<file path="src/rtl/n_bit_piso_register_pkg.sv">
// Shared types and defaults for the parallel-in/serial-out register.
// Configuration macro PISO_LSB_FIRST_EN (bit order) is consumed by the top, not here.
package piso_pkg;

    localparam int DEFAULT_WIDTH = 8;

    typedef enum logic {
        IDLE  = 1'b0,
        SHIFT = 1'b1
    } piso_state_t;

endpackage

</file>
<file path="src/rtl/n_bit_piso_register_if.sv">
// Word handshake and serial output bundle of the PISO register.
// master = word source / serial sink side, slave = the PISO register itself.
interface n_bit_piso_register_if #(
    parameter int N = piso_pkg::DEFAULT_WIDTH
);
    logic         load;
    logic [N-1:0] in;
    logic         ready;
    logic         sout;
    logic         sout_valid;
    logic         done;

    modport master (
        output load,
        output in,
        input  ready,
        input  sout,
        input  sout_valid,
        input  done
    );

    modport slave (
        input  load,
        input  in,
        output ready,
        output sout,
        output sout_valid,
        output done
    );
endinterface

</file>
<file path="src/rtl/n_bit_piso_register_bit_counter.sv">
// Bit position counter for the PISO register: counts 0..N-1 within a word.
// last flags the final bit position so the FSM can hand over to the next word.
module piso_bit_counter
    import piso_pkg::*;
#(
    parameter int N = DEFAULT_WIDTH,
    localparam int CW = (N > 1) ? $clog2(N) : 1
) (
    input  logic          clk,
    input  logic          rst,
    input  logic          clear,
    input  logic          en,
    output logic [CW-1:0] cnt,
    output logic          last
);

    assign last = (cnt == CW'(N - 1));

    always_ff @(posedge clk or posedge rst) begin
        if (rst) begin
            cnt <= '0;
        end else if (clear) begin
            cnt <= '0;
        end else if (en) begin
            cnt <= cnt + CW'(1);
        end
    end

endmodule

</file>
<file path="src/rtl/n_bit_piso_register.sv">
// N-bit parallel-in/serial-out register with load/ready handshake and last-bit flag.
// Define PISO_LSB_FIRST_EN to transmit bit 0 first; default build sends MSB first.
//   state | meaning
//   IDLE  | no word in flight, ready for a new one
//   SHIFT | a word is being shifted out, one bit per cycle
module n_bit_piso_register
    import piso_pkg::*;
#(
    parameter int N = DEFAULT_WIDTH,
    localparam int CW = (N > 1) ? $clog2(N) : 1
) (
    input logic                  clk,
    input logic                  rst,
    n_bit_piso_register_if.slave bus
);

    piso_state_t   state;
    logic [N-1:0]  shreg;
    logic [N-1:0]  shifted;
    logic          head;
    logic [CW-1:0] cnt;
    logic          last;
    logic          accept;
    logic          cnt_clear;
    logic          cnt_en;

`ifdef PISO_LSB_FIRST_EN
    assign shifted = {1'b0, shreg[N-1:1]};
    assign head    = shreg[0];
`else
    assign shifted = {shreg[N-2:0], 1'b0};
    assign head    = shreg[N-1];
`endif

    // Ready opens on the last bit too, which is what lets words stream gap-free.
    assign bus.ready      = (state == IDLE) | last;
    assign bus.done       = (state == SHIFT) & (cnt == CW'(N - 1));
    assign bus.sout_valid = (state == SHIFT);
    assign bus.sout       = (state == SHIFT) & head;

    assign accept    = bus.load & bus.ready;
    assign cnt_clear = accept | ((state == SHIFT) & last);
    assign cnt_en    = (state == SHIFT) & ~last;

    piso_bit_counter #(.N(N)) u_bit_counter (
        .clk   (clk),
        .rst   (rst),
        .clear (cnt_clear),
        .en    (cnt_en),
        .cnt   (cnt),
        .last  (last)
    );

    always_ff @(posedge clk or posedge rst) begin
        if (rst) begin
            state <= IDLE;
            shreg <= '0;
        end else begin
            case (state)
                IDLE: begin
                    if (bus.load) begin
                        shreg <= bus.in;
                        state <= SHIFT;
                    end
                end
                SHIFT: begin
                    if (accept) begin
                        shreg <= bus.in;
                    end else begin
                        shreg <= shifted;
                        if (last) begin
                            state <= IDLE;
                        end
                    end
                end
                default: begin
                    state <= IDLE;
                end
            endcase
        end
    end

endmodule

</file>
<file path="src/flat_wrapper.sv">
// flat-port wrapper written by rule: the top's interface ports become plain ports
module n_bit_piso_register_flat import piso_pkg::*;
#(
    parameter int N = DEFAULT_WIDTH,
    localparam int CW = (N > 1) ? $clog2(N) : 1
)
  (clk, rst, bus_load, bus_in, bus_ready, bus_sout, bus_sout_valid, bus_done);
  n_bit_piso_register_if #(.N(N)) bus_i ();
  input logic clk;
  input logic rst;
  input wire logic [$bits(bus_i.load)-1:0] bus_load;
  input wire logic [$bits(bus_i.in)-1:0] bus_in;
  output wire logic [$bits(bus_i.ready)-1:0] bus_ready;
  output wire logic [$bits(bus_i.sout)-1:0] bus_sout;
  output wire logic [$bits(bus_i.sout_valid)-1:0] bus_sout_valid;
  output wire logic [$bits(bus_i.done)-1:0] bus_done;
  assign bus_i.load = bus_load;
  assign bus_i.in = bus_in;
  assign bus_ready = bus_i.ready;
  assign bus_sout = bus_i.sout;
  assign bus_sout_valid = bus_i.sout_valid;
  assign bus_done = bus_i.done;
  n_bit_piso_register #(.N(N)) u_core (.clk(clk), .rst(rst), .bus(bus_i));
endmodule
</file>
<file path="config.mk">
export PLATFORM = sky130hd
export DESIGN_NAME = n_bit_piso_register_flat
export DESIGN_NICKNAME = d
export VERILOG_FILES = /design/src/rtl/n_bit_piso_register_pkg.sv /design/src/rtl/n_bit_piso_register_if.sv /design/src/rtl/n_bit_piso_register_bit_counter.sv /design/src/rtl/n_bit_piso_register.sv /design/src/flat_wrapper.sv
export SDC_FILE = /design/constraint.sdc
export NUM_CORES = 1
export LEC_CHECK = 0
export BUFFER_PORTS_ARGS = -buffer_cell sky130_fd_sc_hd__clkbuf_2
export CAP_MARGIN = 10
export CORE_AREA = 4 4 41 43
export DETAILED_ROUTE_END_ITERATION = 8
export DIE_AREA = 0 0 45 47
export PLACE_DENSITY = 0.73
export SKIP_CTS_REPAIR_TIMING = 1
export SYNTH_ARGS = -nofsm -noshare
export SYNTH_HDL_FRONTEND = slang
export SYNTH_SLANG_ARGS = --single-unit
</file>
<file path="constraint.sdc">
create_clock -name clk -period 4.2 [get_ports clk]
set_input_delay 1.05 -clock clk [delete_from_list [all_inputs] [get_ports clk]]
set_output_delay 1.05 -clock clk [all_outputs]
set_load 0.005 [all_outputs]
</file>
---- Word-level counts from Yosys, hierarchy flattened ----
Cells that the tools add are included.
cells by class
  $add $sub $neg .......................... 1
  eq/ne operators ......................... 2
  muxes and demuxes ....................... 9
  bitwise logic cells ..................... 8
  reductions and logical operators ........ 1
operators with widths
  kind                                           count
  2-to-1 mux 8 bit                               2
  case mux 8 bit (2 select lines)                1
  2-to-1 mux 3 bit                               2
  bitwise AND 1 bit                              4
  adder 3 x 1 -> 3 bit (second input constant)   1
  == test 3 bit (second input constant)          1
  2-to-1 mux 1 bit                               3
  inequality test 2 bit (second input constant)  1
  inverter 1 bit                                 2
  bitwise OR 1 bit                               2
  case mux 1 bit (2 select lines)                1
  nonzero test 2 bit                             1
word-level totals
  bits in registers ....................... 12
  output and inout port bits .............. 4
  logic and storage cells ................. 24

---- Depth between registers and ports, before layout ----
Gate-level depths: netlist (run 1).
  depth in word-level cells ............... 5
  mapped depth ............................ 5

---- By module ----
From an unflattened synthesis (run 1), not the netlist that was laid out.
unflattened totals
  cell total of the unflattened synthesis .. 65
  area total of the unflattened synthesis .. 685.7 µm²
modules (own cells, without submodules)
  module               times used  cells each  area each (µm²)
  n_bit_piso_register  1           53          541.8
  piso_bit_counter     1           12          143.9

---- Least setup slack after synthesis (run 1) ----
OpenSTA, ideal clock, no wires.
  kind .................................... register -> output
  start ................................... reg u_core.u_bit_counter.cnt[0]
  end ..................................... out bus_ready
  arrival ................................. 979 ps
  required time ........................... 3150 ps
  path slack .............................. 2171 ps
  cell stages (with the launch flop) ...... 4
  cell sequence ........................... dfrtp_1 -> ha_1 -> ha_1 -> nand2b_1
between the ends
  longest elaborated chain between the ends .. 2
ends and longest elaborated chain
  element                 line                                   source
  from (decl)             n_bit_piso_register_bit_counter.sv:13  output logic [CW-1:0] cnt,
  from (signal assigned)  n_bit_piso_register_bit_counter.sv:25  cnt <= cnt + CW'(1);
  == test 3 bit           n_bit_piso_register_bit_counter.sv:17  assign last = (cnt == CW'(N - 1));
  bitwise OR 1 bit        n_bit_piso_register.sv:36              assign bus.ready = (state == IDLE) | last;
  to (decl)               flat_wrapper.sv:13                     output wire logic [$bits(bus_i.ready)-1:0] bus_ready;
No other way between the ends.

---- Worst setup path in the final report (run 1) ----
Same ends and word-level chain as after synthesis.

==> results of run 1 <==
-- final timing paths --
| check | startpoint | endpoint | slack, ps | depth (start not counted) |
|---|---|---|---|---|
| hold / removal | u_core.shreg[6]$_DFFE_PP0P_ | u_core.shreg[6]$_DFFE_PP0P_ | 510 | 2 |
| max in group asynchronous | rst | u_core.shreg[1]$_DFFE_PP0P_ | 3120 | 2 |
| setup / recovery | u_core.u_bit_counter.cnt[0]$_DFFE_PP0P_ | bus_ready | 1640 | 4 |
| hold reg to reg | u_core.shreg[6]$_DFFE_PP0P_ | u_core.shreg[6]$_DFFE_PP0P_ | 510 | 2 |
| min in group asynchronous | rst | u_core.u_bit_counter.cnt[1]$_DFFE_PP0P_ | 760 | 2 |
| setup reg to reg | u_core.u_bit_counter.cnt[0]$_DFFE_PP0P_ | u_core.shreg[6]$_DFFE_PP0P_ | 2690 | 5 |
-- worst reg2reg max path, delay by kind of cell (launching register included) --
kind / cells / cell delay (ps)
adder cells (fa/ha/maj): 2 / 440
AO/OA/AOI/OAI: 1 / 240
flip-flops: 1 / 400
AND/OR/NAND/NOR: 2 / 300
-- cell type report --
| cell class | instances | area share [%] |
|---|---|---|
| tap | 15 | 2.679 |
| inverter | 4 | 2.143 |
| multi-input combinational | 44 | 39.11 |
| sequential | 12 | 42.86 |
| timing repair buffer | 14 | 10.00 |
| clock buffer | 3 | 3.214 |
-- registers in the layout (all words and copies together), names as in the netlist --
| register | flops |
|---|---|
| u_core.bus.sout_valid | 1 |
| u_core.u_bit_counter.cnt | 3 |
| u_core.shreg | 8 |
-- where the power goes --
group	internal, W	leakage, nW	switching, W	total [W]
clock network	0.0000331	0.0138	0.0000364	0.0000695
logic	0.0000798	0.185	0.0000844	0.000164
registers	0.000166	0.148	0.0000325	0.000199
-- cell usage in the layout (no fill, tap or decap), types with 3 or more instances in the layout --
cell      synthesis  final
inv_1             4      4
nor2_1            7      7
dfrtp_1          12     12
o22ai_1           6      6
o21ai_0           3      3
a211oi_1          6      6
nor2b_1           6      6
nand2_1           4      4
clkbuf_4          0      3
clkbuf_2          0     14
-- logic make-up after synthesis --
group                    after synthesis  share of synthesized area (%)
AO/OA/AOI/OAI                         18                          20.28
adder cells (fa/ha/maj)                2                          4.056
buffers and inverters                  7                          6.895
flip-flops                            12                          48.68
multiplexers                           1                          1.623
AND/OR/NAND/NOR                       23                          18.46
-- through the flow --
step	hold WS [ps]	utilization [%]	setup WS, ps	area, µm²	instances
4_1_cts	509.6	53.85	1632	700.7	92
3_3_place_gp	477.9	52.12	1985	678.2	89
5_1_grt	544.8	53.85	1543	700.7	92
6_report	506.3	53.85	1639	700.7	92
2_1_floorplan	450.4	-	2171	616.8	63
3_5_place_dp	491.2	52.12	1936	678.2	89
-- layer usage --
metal  GRT usage, %  vias to the layer above  routed length [µm]
met3          3.448                        2                  42
met1          19.62                      248                 580
met2          22.88                        7                 617
met4          10.53                        0                  12
li1               -                      256                   -
met5              0                        -                   0
==> impl_metrics.toml, run 1 <==
[setup_path]
path_cells = "ha_1 > ha_1 > nand2b_1 > clkbuf_2"
cpMostUsedCell = "ha_1"
slowest_delay_ps = 400
critPathCaptureType = "primary output"
critical-path-top-delay-family = "adder cells"
crit_path_start_kind = "flop"
crit_buf_inv = 1
cp_slowest_cell = "dfrtp_1"
cp_data_required_time_ps = 3150
arrival_ps = 1510
cp_max_fo = 6
crit_type = "flop to primary output"

[pwr]
vdd_drop_max_mv = 0.2837
fin_total_pwr_w = 0.0004326
p_per_area_nw_per_um2 = 617.3
leakage_nw = 0.3463

[final_layout]
nNetsFinal = 92
layout-drive-gt1-share_pct = 23.38
area.growth.synth_to_final_pct = 13.59
multi_input_area_um2 = 274.0
fill_cells = 131
diodes = 0
seqCellArea_um2 = 300.3

[clock_tree]
numCtsBuffers = 3
max-clock-path-buffers = 2
clkLatencyLatePin_ps = 270
clk_pin_slew_worst_paths_ps = 70
cts_root_buf = "clkbuf_4"
h-tree-depth = 1
cts.sinks = 12
cts_tree = "done"

[floorplan]
core-area_um2 = 1301
io_pins = 15
start_util_pct = 47.40
fp.dieArea_um2 = 2115
die_w_um = 45
die_y_um = 47
row_count = 13

[route]
via_per_inst = 5.576
wl_per_cell_um = 13.60
drt_iter0_markers = 6
num_vias = 513
wl_mm = 1.251
drcViolationCount = 0
drtAntennaViolNets = 0
drtPass1Iterations = 4

[synth]
yosysTopAreaCell = "dfrtp_1"
synth-async-reset-ratio_pct = 100.0
synth-seq-area-share_pct = 48.68
synth.most_common_cell = "dfrtp_1"
synth_area_leaders = "dfrtp_1 49%, a211oi_1 7.3%, nor2b_1 6.1%"
netlist_area_um2 = 616.8
synth_common_cells = "12 x dfrtp_1, 7 x nor2_1, 6 x a211oi_1, 6 x nor2b_1, 6 x o22ai_1"
synth_top_area_share_pct = 48.68
synth_edf_count = 0
synth_nets = 76
ys.flop_type = "dfrtp_1"
ys_ff_latch = 12
synth_warnings = 0
syn_inst = 63
synth.avg_cell_area_um2 = 9.791
yosysUniqueCellTypes = 18

[sta]
skew_ps = 0.7800
setup_viol = 0
finalHoldViolations = 0
period_share_pct = 60.97
slew_viol_final = 0
tns_ps = 0
max_freq_mhz = 390.5
tightest_slew_ps = 468.3
relSlewSlack_pct = 68.75
period_minus_slack_ps = 2561
grt_setup_unrepaired = "false"

[placement]
portBuffers = 14
gp_congestion = 0.7216
dp_hpwl_um = 881.8

[global_routing]
grt_max_degree = 21
grt_pass1_vias = 522
grt_pass1_wl_mm = 2.256
gr-usage-all-layers_pct = 15.27
grt.overflow.total = 0
antenna_found_initial = 0

[flow_run]
maxCapViolCount = 0

[outcome]
status = "complete, no violations"

[hold_path]
hp-class = "flop to flop"
(Power assumes the default switching activity.)
==> run 2, diff against run 1 <==
CORE_AREA = default   (was 4 4 41 43)
CORE_MARGIN = 4   (was default)
CORE_UTILIZATION = 44   (was default)
DIE_AREA = default   (was 0 0 45 47)
PLACE_DENSITY = 0.72   (was 0.73)
clock period = 2.1 ns   (was 4.2 ns; I/O delays follow)
==> run 2 against run 1 <==
  * Sequential power is 99% higher
  * Worst setup slack worse by 1600 ps
  * Combinational power is 100% higher
  * Power is 100% higher
  * Clock power is 99% higher
  * Routed wire length is 1.4% lower
==> impl_metrics.toml, run 2 (synthesized netlist as in run 1, its figures left out) <==
[final_layout]
area.growth.synth_to_final_pct = 13.59
largest_reg_flops = 8
nNetsFinal = 92
largest-register = "u_core.shreg"
final_cell_mix = "14 x clkbuf_2, 12 x dfrtp_1, 7 x nor2_1"
final_common_cell = "clkbuf_2"
diodes = 0
post-route-util_pct = 53.18
layout-drive-gt1-share_pct = 23.38

[outcome]
status = "complete, no violations"

[pwr]
leakage_nw = 0.3463
p_per_area_nw_per_um2 = 1235
fin_total_pwr_w = 0.0008657
vdd_drop_max_mv = 0.5932

[placement]
dp_hpwl_um = 880.7
gp_congestion = 0.7185
portBuffers = 14

[clock_tree]
cts_tree = "done"
cts_root_buf = "clkbuf_4"
max-clock-path-buffers = 2
clkLatencyLatePin_ps = 270
h-tree-depth = 1
numCtsBuffers = 3
cts.sinks = 12
clk_pin_slew_worst_paths_ps = 70

[route]
drtAntennaViolNets = 0
m1WireLength_um = 540
num_vias = 514
drt_iter0_markers = 7
drcViolationCount = 0
wl_met2_um = 575
highest_layer = "met4"
via_per_inst = 5.587
wl_per_cell_um = 13.40
wl_met3_um = 75
wl_mm = 1.233
drtPass1Iterations = 4

[sta]
slew_viol_final = 0
tightest_slew_ps = 442.6
max_freq_mhz = 494.5
period_share_pct = 96.30
tns_ps = 0
skew_ps = 3.016
finalHoldViolations = 0
grt_setup_unrepaired = "false"
setup_viol = 0
relSlewSlack_pct = 70.46
whs_ps = 222.1
period_minus_slack_ps = 2022

[floorplan]
fp.dieArea_um2 = 2065
row_count = 13
core-area_um2 = 1318
die_w_um = 45.44
io_pins = 15
die_y_um = 45.44
start_util_pct = 46.82

[global_routing]
grt_pass1_vias = 497
gr-usage-all-layers_pct = 14.70
grt.overflow.total = 0
grt_max_degree = 21
grt_pass1_wl_mm = 2.070
antenna_found_initial = 0

[hold_path]
hp-class = "input port to async pin"

[setup_path]
cp_max_fo = 6
arrival_ps = 1500
crit_path_start_kind = "flop"
critPathCaptureType = "primary output"
crit_type = "flop to primary output"
cp_data_required_time_ps = 1570

[flow_run]
maxCapViolCount = 0
## run 2: cell counts in the layout (fill, tap and decap cells not counted)
No cell type changed its count.
## run 2: critical path: stages (launching register included)
cell and delay (ps):
dfrtp_1 400, ha_1 200, ha_1 220, nand2b_1 240, clkbuf_2 160
## run 2: final cells by class
type,instances,area (µm²)
tap,15,18.77
fill,118,616.8
timing repair buffer,14,70.07
inverter,4,15.01
multi-input combinational,44,274.0
clock buffer,3,22.52
sequential,12,300.3
## run 2: power breakdown
group / switching, W / internal, W / leakage (nW)
logic: 0.000172 / 0.000158 / 0.185
registers: 0.0000638 / 0.000333 / 0.148
clock network: 0.0000720 / 0.0000664 / 0.0138
## run 2: path summary, 6_finish.rpt
| check | slack, ps | endpoint | start | depth (start not counted) |
|---|---|---|---|---|
| worst min-delay path | 220 | u_core.u_bit_counter.cnt[0]$_DFFE_PP0P_ | rst | 2 |
| worst max-delay path | 80 | bus_ready | u_core.u_bit_counter.cnt[0]$_DFFE_PP0P_ | 4 |
| worst max register to register | 610 | u_core.shreg[6]$_DFFE_PP0P_ | u_core.u_bit_counter.cnt[0]$_DFFE_PP0P_ | 5 |
| worst min register to register | 500 | u_core.shreg[6]$_DFFE_PP0P_ | u_core.shreg[5]$_DFFE_PP0P_ | 2 |
| min in group clk | 500 | u_core.shreg[6]$_DFFE_PP0P_ | bus_in[6] | 3 |
| max in group asynchronous | 1570 | u_core.shreg[3]$_DFFE_PP0P_ | rst | 2 |
## run 2: stage by stage
stage / cell area (µm²) / setup slack, ps / instances
CTS: 700.7 / 76.92 / 92
finish: 700.7 / 77.60 / 92
global placement: 678.2 / 416.4 / 89
global route: 700.7 / 2.437 / 92
detailed placement: 678.2 / 387.7 / 89
floorplan: 616.8 / 596.1 / 63
## run 2: metal layers
layer | vias up | GRT usage, %
met4 | 0 | 13.45
li1 | 255 | -
met2 | 19 | 22.01
met3 | 5 | 2.372
met1 | 235 | 17.75
met5 | - | 0
==> run 3, diff against run 2 <==
CORE_AREA = 4 4 41 43   (was default)
CORE_MARGIN = default   (was 4)
CORE_UTILIZATION = default   (was 44)
DIE_AREA = 0 0 45 47   (was default)
PLACE_DENSITY = 0.78   (was 0.72)
SYNTH_HIERARCHICAL = 1   (was default)
clock period = 2.5 ns   (was 2.1 ns; I/O delays follow)
==> run 3 against run 2 <==
  * Flip-flop and latch count unchanged
  * Worst hold slack lost 16 ps
  * Worst setup slack improved by 260 ps
  * Non-clock buffer count is the same
  * Final area is 6.4% higher
  * Critical path type unchanged
==> impl_metrics.toml, run 3 <==
[synth]
syn_inst = 65
yosysTopAreaCell = "dfrtp_1"
synthMuxAreaShare_pct = 16.24
synth_compound_gate_area_share_pct = 12.23
synth_area_leaders = "dfrtp_1 44%, mux2i_1 15%, a31oi_1 6.4%"
ys_ff_latch = 12
synth.most_common_cell = "dfrtp_1"
synthAdderAreaFrac_pct = 3.650
ys.flop_type = "dfrtp_1"
synth-seq-area-share_pct = 43.80
synth-simple-area-share_pct = 13.69
synth_warnings = 6
synth-async-reset-ratio_pct = 100.0
yosysUniqueCellTypes = 20
synth_xor_xnor_area_share_pct = 1.277
synth.avg_cell_area_um2 = 10.55
netlist_area_um2 = 685.7
synth_nets = 78
synth_top_family_by_area = "multiplexers"
synth_edf_count = 0
synth_common_cells = "12 x dfrtp_1, 10 x mux2i_1, 8 x o21ai_1"
synth_top_area_share_pct = 43.80

[setup_path]
cp.depth = 4
critical-path-top-delay-family = "adder cells"
path_cells = "ha_1 > ha_1 > nand2b_1 > clkbuf_2"
critPathCaptureType = "primary output"
crit_path_start_kind = "flop"
crit_type = "flop to primary output"
cp_data_required_time_ps = 1880
r2r.worst_path.cells = 6
slowest_delay_ps = 400
cp_max_fo = 11
cp_slowest_cell = "dfrtp_1"
cpMostUsedCell = "ha_1"
crit_buf_inv = 1
arrival_ps = 1540

[floorplan]
die_y_um = 47
io_pins = 15
core-area_um2 = 1301
die_w_um = 45
start_util_pct = 52.69
row_count = 13
fp.dieArea_um2 = 2115

[clock_tree]
cts.sinks = 12
cts_tree = "done"
clkLatencyLatePin_ps = 270
cts_root_buf = "clkbuf_4"
clk_pin_slew_worst_paths_ps = 60
h-tree-depth = 1
numCtsBuffers = 3
max-clock-path-buffers = 2

[final_layout]
area.growth.synth_to_final_pct = 8.759
largest_reg_flops = 8
final_common_cell = "clkbuf_2"
post-route-util_pct = 57.31
layout-drive-gt1-share_pct = 25.97
diodes = 0
final_cell_mix = "14 x clkbuf_2, 12 x dfrtp_1, 10 x mux2i_1"
nNetsFinal = 92
fill_cells = 126
largest-register = "u_core/shreg"

[flow_run]
maxCapViolCount = 0

[route]
via_per_inst = 5.598
num_vias = 515
wl_mm = 1.262
drtPass1Iterations = 4
drt_iter0_markers = 11
wl_per_cell_um = 13.72
drcViolationCount = 0
drtAntennaViolNets = 0

[global_routing]
top_usage_layer = "met2"
grt_pass1_wl_mm = 2.001
grt.overflow.total = 0
grtUsageMet1_pct = 17.38
gr-usage-all-layers_pct = 13.64
antenna_found_initial = 0
grt_pass1_vias = 455
grtUsageMet3_pct = 5.747
grt_use_met2_pct = 19.77
grt_max_degree = 21

[sta]
tightest_slew_ps = 554.3
grt_setup_unrepaired = "false"
finalHoldViolations = 0
max_freq_mhz = 462.2
worst_slack_ps = 336.6
period_share_pct = 86.54
tns_ps = 0
skew_ps = 10.06
relSlewSlack_pct = 63.05
period_minus_slack_ps = 2163
slew_viol_final = 0
setup_viol = 0
whs_ps = 206.1

[pwr]
vdd_drop_max_mv = 0.4482
fin_total_pwr_w = 0.0007103
leakage_nw = 0.4080
p_per_area_nw_per_um2 = 952.5

[placement]
gp_congestion = 0.7093
place_ws_ps = 620.8
portBuffers = 14
dp_hpwl_um = 931.2

[hold_path]
hp-class = "input port to async pin"

[outcome]
status = "complete, no violations"
==> run 3: cell count changes after synthesis, moves of 7 or more <==
cell     before  now
a31oi_1       0    7
and3_1        0    7
mux2i_1       1   10
o21ai_1       0    8
==> run 3: layer usage <==
layer  up-vias  share of wire, %
li1        262                 -
met5         -                 0
met4         0               1.3
met3         4               7.4
met2        15                47
met1       234                44
==> run 3: metrics by stage <==
| step | std cells | area, µm² |
|---|---|---|
| after floorplan | 65 | 685.7 |
| after global placement | 89 | 723.2 |
| final | 92 | 745.7 |
| after detailed placement | 89 | 723.2 |
| after CTS | 92 | 745.7 |
| after global routing | 92 | 745.7 |
==> run 3: worst paths after layout <==
| check | slack (ps) | from | end |
|---|---|---|---|
| worst min-delay path | 210 | rst | u_core/u_bit_counter/cnt[2]$_DFFE_PP0P_ |
| worst max register to register | 890 | u_core/u_bit_counter/cnt[0]$_DFFE_PP0P_ | u_core/u_bit_counter/cnt[2]$_DFFE_PP0P_ |
| max in group asynchronous | 1940 | rst | u_core/shreg[2]$_DFFE_PP0P_ |
| worst max-delay path | 340 | u_core/u_bit_counter/cnt[0]$_DFFE_PP0P_ | bus_ready |
| min in group clk | 510 | u_core/shreg[3]$_DFFE_PP0P_ | u_core/shreg[4]$_DFFE_PP0P_ |
| worst min register to register | 510 | u_core/shreg[3]$_DFFE_PP0P_ | u_core/shreg[4]$_DFFE_PP0P_ |
==> run 3: kinds of logic after synthesis <==
| kind of cell | Yosys count |
|---|---|
| compound gates | 15 |
| simple gates | 16 |
| fa+ha+maj | 2 |
| mux | 11 |
| xor+xnor | 1 |
| flops | 12 |
| buf+inv | 8 |
==> run 3: cell type report <==
| type | instances | area, µm² | share of cell area [%] |
|---|---|---|---|
| multi-input combinational | 45 | 322.8 | 43.29 |
| sequential | 12 | 300.3 | 40.27 |
| timing repair buffer | 14 | 70.07 | 9.396 |
| clock buffer | 3 | 22.52 | 3.020 |
| tap | 15 | 18.77 | 2.517 |
| inverter | 3 | 11.26 | 1.510 |
==> run 3: report_power, final <==
group	internal [W]	switching, W
clock	0.0000557	0.0000578
combinational	0.000135	0.000133
sequential	0.000268	0.0000606
==> run 3: worst reg2reg max path, delay by kind of cell, from the launching register on <==
kind / cells / cell delay [ps]
buf+inv: 1 / 130
fa+ha+maj: 2 / 490
simple gates: 2 / 290
mux: 1 / 190
flops: 1 / 400
